<file path="src/rtl/codebook_pkg.sv">
// Shared constants for the symbol codebook reader: ROM geometry, row map and FSM encoding.
package codebook_pkg;

   localparam int CB_WIDTH = 5;
   localparam int CB_DEPTH = 37;
   localparam int CB_COLL  = 8;

   localparam int ROW_VA1    = 0;
   localparam int ROW_A2B1   = 1;
   localparam int ROW_B2BV   = 2;
   localparam int ROW_S_BASE = 3;
   localparam int ROW_BS0    = 35;
   localparam int ROW_BS1    = 36;

   localparam logic [1:0] ST_IDLE  = 2'd0;
   localparam logic [1:0] ST_ISSUE = 2'd1;
   localparam logic [1:0] ST_DRAIN = 2'd2;

   // S_k rows are interleaved real/imag pairs starting at ROW_S_BASE (k is 1-based).
   function automatic int s_real_row(input int k);
      return ROW_S_BASE + 2 * (k - 1);
   endfunction

   function automatic int s_imag_row(input int k);
      return ROW_S_BASE + 1 + 2 * (k - 1);
   endfunction

endpackage

</file>
<file path="src/rtl/codebook_stream_reader_if.sv">
// Valid/ready element stream carrying one codebook entry with its row/column tag.
interface codebook_stream_reader_if
   import codebook_pkg::*;
#(
   parameter int WIDTH     = CB_WIDTH,
   parameter int DEPTH_LOG = $clog2(CB_DEPTH),
   parameter int COLL_LOG  = $clog2(CB_COLL)
);
   logic signed [WIDTH-1:0]     out_data;
   logic        [DEPTH_LOG-1:0] out_row;
   logic        [COLL_LOG-1:0]  out_col;
   logic                        out_last;
   logic                        out_valid;
   logic                        out_ready;

   modport master (
      output out_data, out_row, out_col, out_last, out_valid,
      input  out_ready
   );

   modport slave (
      input  out_data, out_row, out_col, out_last, out_valid,
      output out_ready
   );
endinterface

</file>
<file path="src/rtl/cb_skid_buf.sv">
// Two-entry FIFO of tagged codebook elements; entry 0 is always the head.
module cb_skid_buf
   import codebook_pkg::*;
#(
   parameter int W = CB_WIDTH + 10
) (
   input  logic         clk,
   input  logic         rst,
   input  logic         push,
   input  logic         pop,
   input  logic         flush,
   input  logic [W-1:0] din,
   output logic [W-1:0] head,
   output logic [1:0]   count
);
   logic [W-1:0] e0_q, e0_d, e1_q, e1_d;
   logic [1:0]   cnt_q, cnt_d;
   logic [1:0]   level;

   always_comb begin
      e0_d  = e0_q;
      e1_d  = e1_q;
      cnt_d = cnt_q;
      level = pop ? cnt_q - 2'd1 : cnt_q;
      if (flush) begin
         cnt_d = 2'd0;
      end else begin
         if (pop) e0_d = e1_q;
         // A push lands behind whatever survives this cycle's pop.
         if (push) begin
            if (level == 2'd0) e0_d = din;
            else               e1_d = din;
         end
         case ({push, pop})
            2'b10:   cnt_d = cnt_q + 2'd1;
            2'b01:   cnt_d = cnt_q - 2'd1;
            default: cnt_d = cnt_q;
         endcase
      end
   end

   always_ff @(posedge clk or posedge rst) begin
      if (rst) begin
         e0_q  <= '0;
         e1_q  <= '0;
         cnt_q <= 2'd0;
      end else begin
         e0_q  <= e0_d;
         e1_q  <= e1_d;
         cnt_q <= cnt_d;
      end
   end

   assign head  = e0_q;
   assign count = cnt_q;
endmodule

</file>
<file path="src/rtl/codebook_stream_reader.sv">
// Walks a row range of the external codebook ROM and streams its entries over valid/ready,
// hiding the ROM's one-cycle read latency and consumer backpressure behind a skid buffer.
module codebook_stream_reader
   import codebook_pkg::*;
#(
   parameter int WIDTH     = CB_WIDTH,
   parameter int DEPTH     = CB_DEPTH,
   parameter int COLL      = CB_COLL,
   parameter int DEPTH_LOG = $clog2(DEPTH),
   parameter int COLL_LOG  = $clog2(COLL)
) (
   input  logic                        clk,
   input  logic                        rst,
   input  logic                        start,
   input  logic        [DEPTH_LOG-1:0] start_row,
   input  logic        [DEPTH_LOG:0]   num_rows,
   input  logic                        abort,
   output logic        [DEPTH_LOG-1:0] rom_row,
   output logic        [COLL_LOG-1:0]  rom_collum,
   input  logic signed [WIDTH-1:0]     rom_data,
   codebook_stream_reader_if.master    strm,
   output logic                        busy,
   output logic                        done,
   output logic                        range_err
);
   localparam int SUM_W = DEPTH_LOG + 2;
   localparam int EW    = WIDTH + DEPTH_LOG + COLL_LOG + 1;

   logic [1:0]           state_q, state_d;
   logic [DEPTH_LOG-1:0] row_q, row_d, rom_row_q, rom_row_d;
   logic [COLL_LOG-1:0]  col_q, col_d, rom_col_q, rom_col_d;
   logic [SUM_W-1:0]     end_row_q, end_row_d;
   logic inflight_q, inflight_d, infl_last_q, infl_last_d;
   logic busy_q, busy_d, done_q, done_d, range_err_q, range_err_d;

   logic [SUM_W-1:0]     req_sum, req_end, iss_end;
   logic                 req_empty, issue_en, is_last, push, pop, flush;
   logic [DEPTH_LOG-1:0] iss_row;
   logic [COLL_LOG-1:0]  iss_col;
   logic [2:0]           occ;
   logic [1:0]           buf_count;
   logic [EW-1:0]        buf_din, buf_head;
   logic                 head_valid, head_last;

   assign req_sum   = SUM_W'(start_row) + SUM_W'(num_rows);
   assign req_end   = (req_sum > SUM_W'(DEPTH)) ? SUM_W'(DEPTH) : req_sum;
   assign req_empty = (num_rows == '0) || (SUM_W'(start_row) >= SUM_W'(DEPTH));

   assign head_valid = (buf_count != 2'd0);
   assign head_last  = buf_head[0];
   assign pop        = head_valid & strm.out_ready;
   // Slots already committed: buffered + the ROM read in flight, less what leaves now.
   assign occ        = 3'(buf_count) + 3'(inflight_q) - 3'(pop);

   always_comb begin
      state_d     = state_q;
      row_d       = row_q;
      col_d       = col_q;
      end_row_d   = end_row_q;
      rom_row_d   = rom_row_q;
      rom_col_d   = rom_col_q;
      inflight_d  = 1'b0;
      infl_last_d = infl_last_q;
      busy_d      = busy_q;
      done_d      = 1'b0;
      range_err_d = range_err_q;
      push        = inflight_q;
      flush       = 1'b0;
      issue_en    = 1'b0;
      iss_row     = row_q;
      iss_col     = col_q;
      iss_end     = end_row_q;
      is_last     = 1'b0;

      case (state_q)
         ST_IDLE: begin
            if (start) begin
               range_err_d = (req_sum > SUM_W'(DEPTH));
               if (req_empty) begin
                  done_d = 1'b1;
               end else begin
                  // First address goes out on the accepting edge to save a cycle of latency.
                  iss_row   = start_row;
                  iss_col   = '0;
                  iss_end   = req_end;
                  end_row_d = req_end;
                  issue_en  = 1'b1;
                  busy_d    = 1'b1;
                  state_d   = ST_ISSUE;
               end
            end
         end
         ST_ISSUE: issue_en = (occ < 3'd2);
         ST_DRAIN: begin
            if (pop && head_last) begin
               state_d = ST_IDLE;
               busy_d  = 1'b0;
               done_d  = 1'b1;
            end
         end
         default: state_d = ST_IDLE;
      endcase

      if (issue_en) begin
         is_last     = (SUM_W'(iss_row) == iss_end - SUM_W'(1)) &&
                       (iss_col == COLL_LOG'(COLL - 1));
         rom_row_d   = iss_row;
         rom_col_d   = iss_col;
         inflight_d  = 1'b1;
         infl_last_d = is_last;
         if (iss_col == COLL_LOG'(COLL - 1)) begin
            col_d = '0;
            row_d = iss_row + DEPTH_LOG'(1);
         end else begin
            col_d = iss_col + COLL_LOG'(1);
            row_d = iss_row;
         end
         if (is_last) state_d = ST_DRAIN;
      end

      if (abort && (state_q != ST_IDLE)) begin
         state_d    = ST_IDLE;
         busy_d     = 1'b0;
         done_d     = 1'b0;
         inflight_d = 1'b0;
         push       = 1'b0;
         flush      = 1'b1;
      end
   end

   always_ff @(posedge clk or posedge rst) begin
      if (rst) begin
         state_q     <= ST_IDLE;
         row_q       <= '0;
         col_q       <= '0;
         end_row_q   <= '0;
         rom_row_q   <= '0;
         rom_col_q   <= '0;
         inflight_q  <= 1'b0;
         infl_last_q <= 1'b0;
         busy_q      <= 1'b0;
         done_q      <= 1'b0;
         range_err_q <= 1'b0;
      end else begin
         state_q     <= state_d;
         row_q       <= row_d;
         col_q       <= col_d;
         end_row_q   <= end_row_d;
         rom_row_q   <= rom_row_d;
         rom_col_q   <= rom_col_d;
         inflight_q  <= inflight_d;
         infl_last_q <= infl_last_d;
         busy_q      <= busy_d;
         done_q      <= done_d;
         range_err_q <= range_err_d;
      end
   end

   // ROM data returns while its address register still holds the matching tag.
   assign buf_din = {rom_data, rom_row_q, rom_col_q, infl_last_q};

   cb_skid_buf #(.W(EW)) u_skid (
      .clk   (clk),
      .rst   (rst),
      .push  (push),
      .pop   (pop),
      .flush (flush),
      .din   (buf_din),
      .head  (buf_head),
      .count (buf_count)
   );

   assign strm.out_data  = buf_head[EW-1 -: WIDTH];
   assign strm.out_row   = buf_head[COLL_LOG + DEPTH_LOG : COLL_LOG + 1];
   assign strm.out_col   = buf_head[COLL_LOG:1];
   assign strm.out_last  = buf_head[0];
   assign strm.out_valid = head_valid;

   assign rom_row    = rom_row_q;
   assign rom_collum = rom_col_q;
   assign busy       = busy_q;
   assign done       = done_q;
   assign range_err  = range_err_q;
endmodule

</file>
<file path="src/flat_wrapper.sv">
// flat-port wrapper written by rule: the top's interface ports become plain ports
module codebook_stream_reader_flat import codebook_pkg::*;
#(
   parameter int WIDTH     = CB_WIDTH,
   parameter int DEPTH     = CB_DEPTH,
   parameter int COLL      = CB_COLL,
   parameter int DEPTH_LOG = $clog2(DEPTH),
   parameter int COLL_LOG  = $clog2(COLL)
)
  (clk, rst, start, start_row, num_rows, abort, rom_row, rom_collum, rom_data, busy, done, range_err, strm_out_data, strm_out_row, strm_out_col, strm_out_last, strm_out_valid, strm_out_ready);
  codebook_stream_reader_if #(.WIDTH(WIDTH), .DEPTH_LOG(DEPTH_LOG), .COLL_LOG(COLL_LOG)) strm_i ();
  input  logic clk;
  input  logic rst;
  input  logic start;
  input  logic        [DEPTH_LOG-1:0] start_row;
  input  logic        [DEPTH_LOG:0] num_rows;
  input  logic abort;
  output logic        [DEPTH_LOG-1:0] rom_row;
  output logic        [COLL_LOG-1:0] rom_collum;
  input  logic signed [WIDTH-1:0] rom_data;
  output logic busy;
  output logic done;
  output logic range_err;
  output wire logic [$bits(strm_i.out_data)-1:0] strm_out_data;
  output wire logic [$bits(strm_i.out_row)-1:0] strm_out_row;
  output wire logic [$bits(strm_i.out_col)-1:0] strm_out_col;
  output wire logic [$bits(strm_i.out_last)-1:0] strm_out_last;
  output wire logic [$bits(strm_i.out_valid)-1:0] strm_out_valid;
  input wire logic [$bits(strm_i.out_ready)-1:0] strm_out_ready;
  assign strm_out_data = strm_i.out_data;
  assign strm_out_row = strm_i.out_row;
  assign strm_out_col = strm_i.out_col;
  assign strm_out_last = strm_i.out_last;
  assign strm_out_valid = strm_i.out_valid;
  assign strm_i.out_ready = strm_out_ready;
  codebook_stream_reader #(.WIDTH(WIDTH), .DEPTH(DEPTH), .COLL(COLL), .DEPTH_LOG(DEPTH_LOG), .COLL_LOG(COLL_LOG)) u_core (.clk(clk), .rst(rst), .start(start), .start_row(start_row), .num_rows(num_rows), .abort(abort), .rom_row(rom_row), .rom_collum(rom_collum), .rom_data(rom_data), .strm(strm_i), .busy(busy), .done(done), .range_err(range_err));
endmodule
</file>
<file path="config.mk">
export PLATFORM = sky130hd
export DESIGN_NAME = codebook_stream_reader_flat
export DESIGN_NICKNAME = d
export VERILOG_FILES = /design/src/rtl/codebook_pkg.sv /design/src/rtl/codebook_stream_reader_if.sv /design/src/rtl/cb_skid_buf.sv /design/src/rtl/codebook_stream_reader.sv /design/src/flat_wrapper.sv
export SDC_FILE = /design/constraint.sdc
export NUM_CORES = 1
export LEC_CHECK = 0
export ABC_AREA = 1
export ABC_CLOCK_PERIOD_IN_PS = 4400
export CAP_MARGIN = 15
export CORE_ASPECT_RATIO = 1.2
export CORE_MARGIN = 5
export CORE_UTILIZATION = 50
export DETAILED_ROUTE_END_ITERATION = 16
export PLACE_DENSITY = 0.84
export SLEW_MARGIN = 20
export SYNTH_ARGS = -nofsm -noshare
export SYNTH_HDL_FRONTEND = slang
export SYNTH_SLANG_ARGS = --single-unit
</file>
<file path="constraint.sdc">
create_clock -name clk -period 4.4 [get_ports clk]
set_clock_uncertainty 0.1 [all_clocks]
set_input_delay 1.1 -clock clk [delete_from_list [all_inputs] [get_ports clk]]
set_output_delay 1.1 -clock clk [all_outputs]
set_load 0.01 [all_outputs]
</file>
==> results of run 1 <==
==> area by class of cell <==
class	count	area (um2)	area share (%)
clock buffer	9	124	2.68
clock inverter	7	125	2.71
inverter	75	287	6.21
multi-input combinational	301	1780	38.6
sequential	65	1630	35.2
tap	90	113	2.44
timing repair buffer	58	561	12.1
==> tightest hold or removal path: cells and delay by family, from the launching register on <==
| family | cells | cell delay [ps] |
|---|---|---|
| simple gates | 2 | 100 |
| flops | 1 | 340 |
==> report_power, final <==
group / internal, mW / total [mW] / switching [mW]
Clock: 0.382 / 0.624 / 0.243
Combinational: 0.555 / 1.24 / 0.687
Sequential: 0.831 / 0.964 / 0.132
==> routing by layer <==
metal / global-route usage, % / wire length (um)
met5: 0 / 0
met4: 7.66 / 278
met3: 4.09 / 382
met2: 33.9 / 4320
met1: 22.1 / 3400
==> worst max path at each step <==
| stage | from | end | slack (ps) | cells after the start |
|---|---|---|---|---|
| after floorplan | strm_out_ready | u_core.state_q[1] | 810 | 16 |
| after global placement | start_row[0] | u_core.state_q[1] | 230 | 19 |
| after detailed placement | start_row[0] | u_core.state_q[1] | 100 | 19 |
| after CTS | start_row[0] | u_core.state_q[0] | 460 | 18 |
| after global routing | start_row[0] | u_core.state_q[1] | 210 | 19 |
| final | start_row[0] | u_core.state_q[1] | 450 | 19 |
==> sequential cells by signal (all words and copies together) (netlist names) <==
signal               count
u_core.row_q             6
u_core.rom_collum        3
u_core.infl_last_q       1
u_core.u_skid.e1_q      15
u_core.done              1
u_core.range_err         1
u_core.end_row_q         8
u_core.inflight_q        1
u_core.u_skid.count      2
u_core.col_q             3
u_core.busy              1
u_core.state_q           2
u_core.rom_row           6
u_core.u_skid.head      15
==> logic make-up (layout without fill, tap and decap cells) <==
family	after synthesis	count (layout)	share of synthesized area (%)
AOI/OAI and AO/OA	72	72	12.8
xor gates and xnor gates	7	7	1.64
adders and majority gates	15	15	5.42
buffers and inverters	85	149	8.99
DFF	65	65	43.5
muxes	5	5	1.50
and+or+nand+nor	202	202	26.2
==> layout by cell type (no fill, tap or decap), types with 2 or more instances in the layout <==
master / instances
a21oi_1: 15
a21oi_2: 2
a31oi_1: 3
buf_4: 8
bufinv_16: 3
clkbuf_8: 9
clkdlybuf4s50_1: 50
clkinv_4: 2
dfrtp_1: 65
fa_1: 2
ha_1: 13
inv_1: 68
inv_2: 6
inv_6: 3
mux2_2: 5
nand2_1: 89
nand2_2: 11
nand2_4: 2
nand3_1: 32
nand3_2: 4
nand3b_1: 2
nand4_1: 7
nor2_1: 38
nor2_2: 4
o211ai_1: 2
o21ai_0: 20
o21ai_1: 4
o21ai_2: 5
o221ai_1: 11
o31ai_1: 2
or2_1: 2
or2_2: 4
xor2_1: 6
==> impl_metrics.toml, run 1 <==
[synthesis]
mappedNetlistNets = 489
synthCells = 451
yosys_warnings = 0
synth.avg_cell_area_um2 = 8.30
synth.largest_area_cell = "dfrtp_1"
post-synth-top-count-cell = "nand2_1"
post_synth_instance_area_mm2 = 0.00374
synth_cell_types = 47
async_flop_share_pct = 100
synth.top_cell.area_share_pct = 43.5
post_synth_most_frequent_cells = "89 x nand2_1, 69 x inv_1, 65 x dfrtp_1"
yosysSeqAreaShare_pct = 43.5
netlist_top_cells_area = "dfrtp_1 43%, nand2_1 8.9%, inv_1 6.9%"
synth-edff-count = 0
ys.flop_type = "dfrtp_1"
postSynthRegisterBits = 65

[worst_setup_path]
cp-end-kind = "register"
crit_chain = "clkdlybuf4s50_1, ha_1, fa_1, nand3_1, nand3_1, nand2_1, nand2_1, inv_1, nand4_1, nand2_4, inv_1, ha_1, or2_2, nand3_1, a21oi_1, nand3_1, nor2_2, nand3_1, nand2_1"
critPathMaxFanout = 6
critical_path_s_most_frequent_cell = "nand3_1"
combined_buffer_and_inverter_count_along_the_critical_path = 3
critical-path-slowest-cell = "clkdlybuf4s50_1"
critical_path.startpoint_type = "input pin"
slowest_delay_ps = 450
worst_r2r_startpoint = "u_core.u_skid.count[1]"
cp_top_family = "simple AND/OR/NAND/NOR gates"
timing.reg2reg.worst_path_depth = 19
timing.critical_path.required_ps = 4540
setup.worst_path.class = "in2reg"
critical_path_arrival_ps = 4090
worst-r2r-setup-slack_ps = 1030
reg2reg_to = "u_core.state_q[1]"

[route]
dr_total_vias = 3203
drt-total-wl_mm = 8.38
drt-wirelength-per-cell_um = 13.9
drt_first_iter_violations = 136
per_cell_via_count_in_the_routed_design = 5.29
ant_nets = 0
firstDrtPassIters = 4
route.detailed.drc = 0

[sta]
max_freq_mhz = 253
fin_worst_hold_slack_ps = 374
fin_crit_ps = 3950
sum_of_negative_setup_slack_ps = 0
unrepaired_setup_endpoints_after_global_routing = "false"
setup_violations = 0
slew_worst_pin_ps = 849
layout_worst_path_cycle_share_pct = 89.7
layout_setup_ws_ps = 452
final-max-slew-violation-count = 0
relSlewSlack_pct = 43.2
hold_viol = 0

[power_and_ir_drop]
p_total_mw = 2.83
ir_worst_vdd_v = 0.000375
power.density_cell_area_mw_per_mm2 = 613
static-leakage-power_nw = 2.22

[place]
detailed_place_hpwl_mm = 6.53
port_buffers = 50
place.detailed.instances = 589
place_congestion = 0.905
place_ws_ps = 97.9
post_dp_cell_area_mm2 = 0.00437

[clock_tree]
cts_tree = "done"
cts_post_setup_buffers_inserted = 0
sink_count_of_the_clock_tree = 65
clock_latency_ps = 350
ctsHtreeMaxLevel = 3
post_cts_resize_count = 0
tritoncts.num_buffers = 9
worst_setup_hold_path_clk_slew_ps = 70
cts-root-buf = "clkbuf_8"
clock_tree.buffer_depth = 2
holdBufCountCts = 0

[status]
run_status = "completed"

[cells_and_area]
final_layout_size_suffix_gt1_share_pct = 14.8
syn2layout_area_growth_pct = 23.3
core_utilization_of_the_finished_layout_pct = 63.4
fillerInstances = 567
post-route-cell-area_mm2 = 0.00461
antennaDiodeCount = 0
num-nets-final = 548
instances_no_fill = 605

[grt]
grt_max_degree = 42
initial_antenna_violation_count = 0
global_route.usage.total_pct = 19.2
first_global_vias = 3196
grt_pass1_wl_mm = 14.2
grt_overflow = 0

[floorplanning]
die_width_um = 89.0
initial_core_utilization_pct = 51.4
io-pin-count = 51
die_y_um = 105
row_count = 34
coreArea_mm2 = 0.00727
fp.dieArea_mm2 = 0.00932

[worst_hold_path]
hold_depth = 2
hold_class = "reg2reg"
timing.hold.worst_endpoint = "u_core.col_q[1]"
timing.hold.worst.start = "u_core.col_q[1]"

[job]
max_cap_viol_count = 0
Power figures use the tool's default switching activity.
==> inputs of run 2 (changes only) <==
CORE_ASPECT_RATIO = unset   (was 1.2)
==> run 2 against run 1 <==
Wire length is 4.8% higher. Clock power is 16% lower. Core utilization shrank 0.073 points. First-iteration DRC count is 16% higher. Critical endpoint unchanged.
==> impl_metrics.toml, run 2 (synthesis gave the netlist of run 1 again) <==
[route]
dr_total_vias = 3251
route.detailed.drc = 0
drt-wirelength-per-cell_um = 14.3
drt-total-wl_mm = 8.78
per_cell_via_count_in_the_routed_design = 5.28
firstDrtPassIters = 4
drt_first_iter_violations = 158
ant_nets = 0

[place]
port_buffers = 50
place_ws_ps = 142
detailed_place_hpwl_mm = 6.77
place_congestion = 0.887

[clock_tree]
cts-root-buf = "clkbuf_8"
post_cts_resize_count = 0
tritoncts.num_buffers = 9
holdBufCountCts = 0
ctsHtreeMaxLevel = 3
clock_tree.buffer_depth = 2
cts_post_setup_buffers_inserted = 0
cts_tree = "done"
clock_latency_ps = 350
sink_count_of_the_clock_tree = 65
worst_setup_hold_path_clk_slew_ps = 80

[worst_hold_path]
timing.hold.worst_endpoint = "u_core.col_q[1]"
hold_depth = 2
timing.hold.worst.start = "u_core.col_q[1]"
hold_class = "reg2reg"

[worst_setup_path]
critPathMaxFanout = 6
cp-end-kind = "register"
setup.worst_path.class = "in2reg"
timing.critical_path.required_ps = 4550
reg2reg_to = "u_core.state_q[1]"
critical_path.startpoint_type = "input pin"
worst-r2r-setup-slack_ps = 970
worst_r2r_startpoint = "u_core.u_skid.count[1]"
timing.reg2reg.worst_path_depth = 19
critical_path_arrival_ps = 4020

[power_and_ir_drop]
p_total_mw = 2.73
power.density_cell_area_mw_per_mm2 = 595
ir_worst_vdd_v = 0.000218
static-leakage-power_nw = 2.21

[sta]
layout_worst_path_cycle_share_pct = 88.0
unrepaired_setup_endpoints_after_global_routing = "false"
slew_worst_pin_ps = 1010
setup_violations = 0
hold_viol = 0
final-max-slew-violation-count = 0
layout_setup_ws_ps = 526
relSlewSlack_pct = 32.8
sum_of_negative_setup_slack_ps = 0
fin_crit_ps = 3870
max_freq_mhz = 258

[cells_and_area]
multi_input_area_mm2 = 0.00178
antennaDiodeCount = 0
register_area_mm2 = 0.00163
fillerInstances = 595
final_layout_size_suffix_gt1_share_pct = 15.1
syn2layout_area_growth_pct = 22.8
num-nets-final = 550
most-common-layout-cells = "89 x nand2_1, 68 x inv_1, 65 x dfrtp_1, 50 x clkdlybuf4s50_1, 38 x nor2_1"
layout_commonest_cell = "nand2_1"

[floorplanning]
die_y_um = 96.5
fp.dieArea_mm2 = 0.00932
initial_core_utilization_pct = 51.6
die_width_um = 96.5
coreArea_mm2 = 0.00725
io-pin-count = 51
row_count = 31

[grt]
grt_max_degree = 29
initial_antenna_violation_count = 0
grt_overflow = 0
first_global_vias = 3225
global_route.usage.total_pct = 20.8
grt_pass1_wl_mm = 14.8

[status]
run_status = "completed"

[job]
max_cap_viol_count = 0
## run 2: changes by cell type in the layout (fill, tap and decap cells not counted)
cell | before | now
buf_4 | 8 | 10
inv_6 | 3 | 2
bufinv_16 | 3 | 1
clkinv_2 | 0 | 2
clkbuf_8 | 9 | 10
## run 2: critical path, cell delays in order
cell and delay (ps):
clkdlybuf4s50_1 440, ha_1 260, fa_1 430, nand3_1 120, nand3_1 70, nand2_1 70, nand2_1 40, inv_1 150
nand4_1 170, nand2_4 130, inv_1 50, ha_1 300, or2_2 290, nand3_1 70, a21oi_1 40, nand3_1 100
nor2_2 50, nand3_1 70, nand2_1 50
## run 2: worst max-delay path by stage
stage | slack [ps] | cells past startpoint | start | to
3_5_place_dp | 140 | 19 | start_row[0] | u_core.state_q[1]
5_1_grt | 280 | 17 | strm_out_ready | u_core.state_q[1]
6_report | 530 | 19 | start_row[0] | u_core.state_q[1]
2_1_floorplan | 810 | 16 | strm_out_ready | u_core.state_q[1]
4_1_cts | 520 | 19 | start_row[0] | u_core.state_q[1]
3_3_place_gp | 190 | 19 | start_row[0] | u_core.state_q[1]
## run 2: routing by layer
metal	part of all wire (%)	track usage, %	vias up	routed length, um
li1	-	-	1590	-
met3	4.3	4.03	15	377
met5	0	0	-	0
met1	43	26.8	1581	3810
met2	50	34.2	65	4410
met4	2.0	8.64	0	175
## run 2: layout make-up
type                    count  share of cell area [%]
repair buffers             60                    12.5
multi-input cells         301                    38.7
flip-flops and latches     65                    35.4
well taps                  99                    2.70
inverters                  75                    6.23
clock buffers              10                    2.99
clock inverters             6                    1.44
## run 2: where the power goes
group | leakage [nW] | internal [mW] | switching (mW) | total (mW)
Clock | 0.107 | 0.279 | 0.244 | 0.522
Combinational | 1.30 | 0.554 | 0.685 | 1.24
Sequential | 0.802 | 0.832 | 0.139 | 0.971
Total | 2.21 | 1.67 | 1.07 | 2.73
## run 2: per-stage QoR
stage | util, % | std cells | hold WS, ps | cell area, um2
4_1_cts | 63.4 | 616 | 384 | 4600
2_1_floorplan | - | 451 | 342 | 3740
3_5_place_dp | 60.5 | 600 | 367 | 4390
6_report | 63.4 | 616 | 381 | 4600
5_1_grt | 63.4 | 616 | 410 | 4600
3_3_place_gp | 60.5 | 600 | 370 | 4390
